`config.mk`:
```
export PLATFORM = sky130hd
export DESIGN_NAME = uart_rx_controller
export DESIGN_NICKNAME = d
export VERILOG_FILES = /design/src/rtl/uart_rx_controller.sv
export SDC_FILE = /design/constraint.sdc
export NUM_CORES = 1
export LEC_CHECK = 0
export ABC_AREA = 1
export CAP_MARGIN = 10
export CORE_MARGIN = 8
export CORE_UTILIZATION = 54
export DETAILED_ROUTE_END_ITERATION = 16
export HOLD_SLACK_MARGIN = 0.08
export PLACE_DENSITY = 0.79
export REMOVE_ABC_BUFFERS = 1
export SYNTH_ARGS = -nofsm -noshare
export SYNTH_HDL_FRONTEND = slang
export SYNTH_SLANG_ARGS = --single-unit
```
`constraint.sdc`:
```
create_clock -name clk -period 1.9 [get_ports clk]
set_input_delay 0.57 -clock clk [delete_from_list [all_inputs] [get_ports clk]]
set_output_delay 0.57 -clock clk [all_outputs]
set_load 0.02 [all_outputs]
```
`src/rtl/uart_rx_controller.sv`:
```
// uart_rx_controller: UART receive sequencer clocked by a 16x oversample tick.
// Synchronises the serial line, validates the start bit at mid-bit, samples
// data bits LSB first at mid-bit, checks the stop bit and hands each byte to
// the consumer through a valid/ready output register.
//
// state     | meaning
// ----------+---------------------------------------------------------------
// IDLE      | line idle, waiting for a low sample on a tick
// START     | counting to mid start bit; high there means a glitch
// DATA      | sampling DATA_BITS data bits, one per OVERSAMPLE ticks
// STOP      | sampling the stop bit; high delivers, low flags frame_err
// WAIT_IDLE | after a framing error, hold until the line returns high

module uart_rx_controller #(
  parameter int DATA_BITS  = 8,
  parameter int OVERSAMPLE = 16
) (
  input  logic                 clk,
  input  logic                 rst,
  input  logic                 oversample_tick,
  input  logic                 rx,
  output logic [DATA_BITS-1:0] rx_data,
  output logic                 rx_valid,
  input  logic                 rx_ready,
  output logic                 frame_err,
  output logic                 overrun_err,
  output logic                 busy
);

  localparam int TICK_W = $clog2(OVERSAMPLE);
  localparam int BIT_W  = $clog2(DATA_BITS + 1);

  localparam logic [TICK_W-1:0] TICK_HALF = TICK_W'(OVERSAMPLE / 2 - 1);
  localparam logic [TICK_W-1:0] TICK_LAST = TICK_W'(OVERSAMPLE - 1);
  localparam logic [TICK_W-1:0] TICK_ONE  = TICK_W'(1);
  localparam logic [BIT_W-1:0]  BIT_LAST  = BIT_W'(DATA_BITS - 1);
  localparam logic [BIT_W-1:0]  BIT_ONE   = BIT_W'(1);

  localparam logic [2:0] ST_IDLE      = 3'd0;
  localparam logic [2:0] ST_START     = 3'd1;
  localparam logic [2:0] ST_DATA      = 3'd2;
  localparam logic [2:0] ST_STOP      = 3'd3;
  localparam logic [2:0] ST_WAIT_IDLE = 3'd4;

  // Synchroniser
  logic rx_meta_q, rx_meta_d;
  logic rx_s_q, rx_s_d;

  // Sequencer
  logic [2:0]           state_q, state_d;
  logic [TICK_W-1:0]    tick_cnt_q, tick_cnt_d;
  logic [BIT_W-1:0]     bit_cnt_q, bit_cnt_d;
  logic [DATA_BITS-1:0] shift_q, shift_d;

  // Output register
  logic [DATA_BITS-1:0] rx_data_q, rx_data_d;
  logic                 rx_valid_q, rx_valid_d;
  logic                 frame_err_q, frame_err_d;
  logic                 overrun_err_q, overrun_err_d;

  // Frame-completion strobes from the sequencer to the output register
  logic stop_ok;
  logic stop_bad;
  logic accept;

  // Two-flop synchroniser; the line idles high so both stages reset to 1.
  always_comb begin
    rx_meta_d = rx;
    rx_s_d    = rx_meta_q;
  end

  // Synchroniser flops
  always_ff @(posedge clk) begin
    if (rst) begin
      rx_meta_q <= 1'b1;
      rx_s_q    <= 1'b1;
    end else begin
      rx_meta_q <= rx_meta_d;
      rx_s_q    <= rx_s_d;
    end
  end

  // Frame sequencer: next state, tick/bit counters and the data shifter.
  always_comb begin
    state_d    = state_q;
    tick_cnt_d = tick_cnt_q;
    bit_cnt_d  = bit_cnt_q;
    shift_d    = shift_q;
    stop_ok    = 1'b0;
    stop_bad   = 1'b0;

    case (state_q)
      ST_IDLE: begin
        if (oversample_tick && !rx_s_q) begin
          state_d    = ST_START;
          tick_cnt_d = '0;
        end
      end

      ST_START: begin
        if (oversample_tick) begin
          if (tick_cnt_q == TICK_HALF) begin
            if (!rx_s_q) begin
              state_d    = ST_DATA;
              tick_cnt_d = '0;
              bit_cnt_d  = '0;
            end else begin
              // Line went back high before mid start bit: treat as noise.
              state_d = ST_IDLE;
            end
          end else begin
            tick_cnt_d = tick_cnt_q + TICK_ONE;
          end
        end
      end

      ST_DATA: begin
        if (oversample_tick) begin
          if (tick_cnt_q == TICK_LAST) begin
            shift_d    = {rx_s_q, shift_q[DATA_BITS-1:1]};
            tick_cnt_d = '0;
            bit_cnt_d  = bit_cnt_q + BIT_ONE;
            if (bit_cnt_q == BIT_LAST) begin
              state_d = ST_STOP;
            end
          end else begin
            tick_cnt_d = tick_cnt_q + TICK_ONE;
          end
        end
      end

      ST_STOP: begin
        if (oversample_tick) begin
          if (tick_cnt_q == TICK_LAST) begin
            tick_cnt_d = '0;
            if (rx_s_q) begin
              stop_ok = 1'b1;
              state_d = ST_IDLE;
            end else begin
              stop_bad = 1'b1;
              state_d  = ST_WAIT_IDLE;
            end
          end else begin
            tick_cnt_d = tick_cnt_q + TICK_ONE;
          end
        end
      end

      ST_WAIT_IDLE: begin
        // Checked every clock so a long break cannot re-trigger a start.
        if (rx_s_q) begin
          state_d = ST_IDLE;
        end
      end

      default: begin
        state_d = ST_IDLE;
      end
    endcase
  end

  // Sequencer flops
  always_ff @(posedge clk) begin
    if (rst) begin
      state_q    <= ST_IDLE;
      tick_cnt_q <= '0;
      bit_cnt_q  <= '0;
      shift_q    <= '0;
    end else begin
      state_q    <= state_d;
      tick_cnt_q <= tick_cnt_d;
      bit_cnt_q  <= bit_cnt_d;
      shift_q    <= shift_d;
    end
  end

  // Output register: deliver on a good stop bit, flag overrun if the previous
  // byte is still held, clear valid on handshake.
  always_comb begin
    rx_data_d     = rx_data_q;
    rx_valid_d    = rx_valid_q;
    frame_err_d   = stop_bad;
    overrun_err_d = 1'b0;
    accept        = rx_valid_q && rx_ready;

    if (accept) begin
      rx_valid_d = 1'b0;
    end

    if (stop_ok) begin
      if (!rx_valid_q || rx_ready) begin
        rx_data_d  = shift_q;
        rx_valid_d = 1'b1;
      end else begin
        overrun_err_d = 1'b1;
      end
    end
  end

  // Output flops
  always_ff @(posedge clk) begin
    if (rst) begin
      rx_data_q     <= '0;
      rx_valid_q    <= 1'b0;
      frame_err_q   <= 1'b0;
      overrun_err_q <= 1'b0;
    end else begin
      rx_data_q     <= rx_data_d;
      rx_valid_q    <= rx_valid_d;
      frame_err_q   <= frame_err_d;
      overrun_err_q <= overrun_err_d;
    end
  end

  assign rx_data     = rx_data_q;
  assign rx_valid    = rx_valid_q;
  assign frame_err   = frame_err_q;
  assign overrun_err = overrun_err_q;
  assign busy        = (state_q != ST_IDLE);

endmodule

```
Yosys cells after proc, flatten, opt, wreduce, memory -nomap -nowiden
Index checks and enable logic that the tools add are counted.
{"block": "totals", "register_bits": 32, "inputBits": 5, "output_inout_bits": 12}
{"block": "op_classes", "n_addsub": 2, "eq_ne": 19, "muxes": 33, "n_bitwise": 4, "reduce_logical": 17}
{"cell": "4-bit 2-to-1 mux", "count": 10}
{"cell": "3-bit 2-to-1 mux", "count": 10}
{"cell": "2-bit inequality test (second input constant)", "count": 10}
{"cell": "3-bit one-hot mux with 5 select lines", "count": 1}
{"cell": "4-bit one-hot mux with 3 select lines", "count": 1}
{"cell": "1-bit 2-to-1 mux", "count": 9}
{"cell": "9-bit AND reduction", "count": 1}
{"cell": "4-bit by 1-bit adder with 4-bit output (second input constant)", "count": 2}
{"cell": "4-bit by 3-bit equality test with 1-bit output (second input constant)", "count": 2}
{"cell": "4-bit one-hot mux with 2 select lines", "count": 1}
{"cell": "3-bit by 2-bit equality test with 1-bit output (second input constant)", "count": 2}
{"cell": "6-bit AND reduction", "count": 1}
{"cell": "3-bit nonzero test", "count": 2}
{"cell": "5-bit AND reduction", "count": 1}
{"cell": "4-bit equality test (second input constant)", "count": 1}
{"cell": "1-bit NOT", "count": 4}
{"cell": "2-bit OR reduction", "count": 2}
{"cell": "4-bit OR reduction", "count": 1}
{"cell": "3-bit by 1-bit equality test with 1-bit output (second input constant)", "count": 1}
{"cell": "3-bit equality test (second input constant)", "count": 1}
{"cell": "3-bit logical NOT", "count": 1}
{"cell": "3-bit inequality test (second input constant)", "count": 1}
{"cell": "3-bit AND reduction", "count": 1}
{"cell": "1-bit logical AND", "count": 2}
{"cell": "6 further kinds", "count": 7}

Logic depth before layout (Yosys ltp)
{"block": "logic_depth", "ltp_word": 6, "depth_mapped": 11}

Least setup slack after synthesis
Ideal clock, no wire load.
{"block": "synth_timing", "path_kind": "reg-to-reg", "startpoint": "reg tick_cnt_q[0]", "endpoint": "reg rx_data_q[5], in the netlist rx_data[5]", "arrival_time_ns": 1.410, "t_required_ns": 1.768, "setup_slack_ns": 0.357, "path_stages_with_launch": 9, "path_buffers": 0, "cell_sequence": "dfxtp_1 -> ha_1 -> nand3_4 -> nor2_4 -> inv_2 -> nor3_4 -> nand2_4 -> nand2_1 -> a21oi_1"}
{"block": "synth_via", "elab_chain_len": 5}
{"item": "start: declaration", "line": "51", "text": "logic [TICK_W-1:0] tick_cnt_q, tick_cnt_d;"}
{"item": "start signal: assignment", "line": "171", "text": "tick_cnt_q <= tick_cnt_d;"}
{"item": "4-bit equality test", "line": "134", "text": "if (tick_cnt_q == TICK_LAST) begin"}
{"item": "1-bit 2-to-1 mux", "line": "134"}
{"item": "1-bit 2-to-1 mux", "line": "133", "text": "if (oversample_tick) begin"}
{"item": "1-bit 2-to-1 mux", "line": "92", "text": "case (state_q)"}
{"item": "2-bit AND reduction (no line)"}
{"item": "end signal: assignment", "line": "208", "text": "rx_data_q <= rx_data_d;"}
{"item": "end: declaration", "line": "56", "text": "logic [DATA_BITS-1:0] rx_data_q, rx_data_d;"}
Every way passes these cells.
A chain may end at the register's enable or synchronous reset.

Worst setup path after layout
{"block": "layout_timing", "startpoint": "reg overrun_err_q, in the netlist overrun_err", "endpoint": "out overrun_err"}
{"item": "start: declaration", "line": "59", "text": "logic overrun_err_q, overrun_err_d;"}
{"item": "start signal: assignment", "line": "211", "text": "overrun_err_q <= overrun_err_d;"}
{"item": "end: declaration", "line": "26", "text": "output logic overrun_err,"}
No word-level cell between the ends.

==> results.cfg <==
[sta]
hold_ws_ns = 0.418
maxSlewViolCount = 0
setup_viol = 0
fin_tns_setup_ns = 0
period_share_pct = 95.8
slew_headroom_pct = 73.9
rsz0062_at_grt = no
finClkSkew_ns = 0.00613
hold_viol = 0
fmax_mhz = 549
worst_pin_slew_ns = 0.389
fin_crit_ns = 1.82

[floorplanning]
fp.dieH_um = 67.9
initial_core_util_pct = 54.7
core_um2 = 2660
die_x_um = 67.9
dieArea_um2 = 4610
ios = 17
rows = 19

[drt]
via_per_inst = 5.33
final_antenna_net_count = 0
wl_per_cell_um = 12.6
wirelength_mm = 3.28
remaining_drc_errors = 0
drt_iter0_markers = 93
drt-pass1-iter-count = 4
vias = 1385

[critical_path]
critical_path_arrival_ns = 1.25
path_cells = clkdlybuf4s50_1
max_stage_delay_ns = 0.59
cpMaxStageDelayCell = clkdlybuf4s50_1
crit_cells = 1
reg2reg_depth = 8
critPathRequiredTime_ns = 1.33
critPathBufInv = 1
path_max_fanout = 1
critical_path.endpoint = overrun_err
crit_family = buffers and inverters
path_class = reg -> out
timing.rr.start = tick_cnt_q[0]
setup.worst_path.start = overrun_err
endpoint_kind = primary output
reg2reg_slack_ns = 0.22
r2r-end = rx_data[1]
worstSetupStartpointType = flop

[synthesis]
synth-seq-cells = 32
netlist_area_um2 = 1460
synthDistinctLibCells = 26
synth_top_area_share_pct = 44.0
avgSynthCellArea_um2 = 7.21
yosys_warnings = 0
synth_area_leaders = dfxtp_1, nand2_1, nor2_1
yosysTopAreaCell = dfxtp_1
ys_seq_area_share_pct = 44.0
synth_cells = 202

[layout]
drive_gt1_share_pct = 12.7
area_growth_pct = 23.5
finalNonFillerCells = 260
final_net_count = 235
final_cell_area_um2 = 1800
fill_cells = 230
antenna_cells = 0

[global_route]
grt_pass1_vias = 1343
grt_pass1_wl_mm = 5.66
antenna_found_initial = 0
grt_start_max_net_pins = 13
gr-total-overflow = 0
track_usage_pct = 16.1

[cts]
cts_setup_buffers = 0
path_clk_slew_ns = 0.10
cts_tree = done
clockBufferDepth = 2
htreeDepth = 2
cts.sinks = 32
cts_inserted_buffers = 5
clkLatencyLatePin_ns = 0.33
ctsRootBufferMaster = clkbuf_4

[pwr]
p_seq_share_pct = 46.3
p_total_mw = 1.54
powerDensity_nw_per_um2 = 857
switching_share_pct = 30.2
ir_drop_mv = 0.734
clkPwrFrac_pct = 33.0
p_sw_mw = 0.466
pwr-share-comb_pct = 20.8
power.internal_mw = 1.08
leakagePower_nw = 0.844

[outcome]
status = completed

[flow_run]
maxCapViolCount = 0

[placement]
port_buffers = 16
gp_congestion = 0.932
place_inst = 252
dpl.hpwl_mm = 2.51
place_area_um2 = 1700

[hold_path]
hold_path_class = reg -> reg
==> final cells by class <==
type                       count  area (um^2)  area share [%]
tap                           31         38.8            2.16
clock inverter                 2         35.0            1.95
timing repair buffer          23          239            13.3
sequential                    32          641            35.6
clock buffer                   6         41.3            2.29
inverter                      17         63.8            3.55
multi-input combinational    149          741            41.2
==> logic make-up (layout without fill, tap and decap cells) <==
| logic type | after synthesis | in the layout | synth area share [%] |
|---|---|---|---|
| adder cells (fa/ha/maj) | 2 | 2 | 1.72 |
| AND/OR/NAND/NOR | 105 | 105 | 33.4 |
| XOR/XNOR | 3 | 3 | 1.80 |
| buffers and inverters | 21 | 48 | 5.50 |
| flip-flops | 32 | 32 | 44.0 |
| AO/OA/AOI/OAI | 39 | 39 | 13.6 |
==> metrics by stage <==
| step | utilization (%) | setup WS, ns |
|---|---|---|
| after floorplan | - | 0.373 |
| after global placement | 64.0 | -0.0540 |
| after detailed placement | 64.0 | -0.103 |
| after CTS | 66.7 | 0.00347 |
| after global routing | 67.6 | 0.0223 |
| final | 67.6 | 0.0795 |
==> cell usage after synthesis <==
cell / count
nand3_1: 18
ha_1: 2
nand2_2: 1
nor2_2: 1
inv_1: 13
nor4_1: 1
o21ai_0: 14
nand2_1: 37
nand3_4: 1
buf_2: 1
a21oi_1: 21
xor2_1: 1
xnor2_1: 2
nand4_1: 1
dfxtp_1: 32
nor2_1: 36
clkbuf_1: 3
nor3_4: 1
nor3b_1: 1
o211ai_1: 1
nand2_4: 1
nor2_4: 2
inv_2: 4
nor3_1: 2
o21ai_1: 3
or2_2: 2
==> worst min-delay path by stage <==
stage,startpoint,end,slack [ns],cells past startpoint
finish,rx_meta_q,rx_s_q,0.42,1
global route,rx_meta_q,rx_s_q,0.44,1
CTS,rx_meta_q,rx_s_q,0.42,1
detailed placement,rx_meta_q,rx_s_q,0.40,1
global placement,rx_meta_q,rx_s_q,0.40,1
floorplan,rx_meta_q,rx_s_q,0.39,1
==> power by group through the flow <==
stage          combinational [mW]  clock [mW]  sequential (mW)
2_1_floorplan               0.219           0            0.731
3_3_place_gp                0.314           0            0.727
3_5_place_dp                0.322           0            0.728
4_1_cts                     0.319       0.520            0.712
5_1_grt                     0.359       0.558            0.718
6_report                    0.320       0.508            0.714
==> routing by layer <==
| metal | vias to the layer above | GRT usage (%) | part of all wire (%) |
|---|---|---|---|
| met5 | - | 0 | 0 |
| met4 | 0 | 8.44 | 2.7 |
| met3 | 10 | 5.24 | 4.9 |
| met2 | 35 | 26.3 | 47 |
| met1 | 629 | 18.3 | 45 |
| li1 | 711 | - | - |
==> placed cells by master, fill, tap and decap left out, drive strengths merged, types with 3 or more instances in the layout <==
master         netlist  routed
nand2               39      39
nor2                39      39
dfxtp               32      32
a21oi               21      21
nand3               19      19
o21ai               17      17
inv                 17      17
dlymetal6s2s         0       7
buf                  1       7
clkdlybuf4s50        0       6
clkbuf               3       6
dlygate4sd2          0       3
nor3                 3       3
==> sequential cells by signal, summed over array words and instances, names as in the netlist <==
| name | cells |
|---|---|
| bit_cnt_q | 4 |
| rx_data | 8 |
| tick_cnt_q | 4 |
| state_q | 3 |
| overrun_err | 1 |
| rx_s_q | 1 |
| rx_valid | 1 |
| rx_meta_q | 1 |
| shift_q | 8 |
| frame_err | 1 |
==> what timing repair did <==
action / CTS / global route
gates cloned: 0 / 0
gates resized for setup: 3 / 9
endpoints found under the setup margin: 3 / 11
hold buffers: 0 / 0
(Power assumes the default switching activity.)
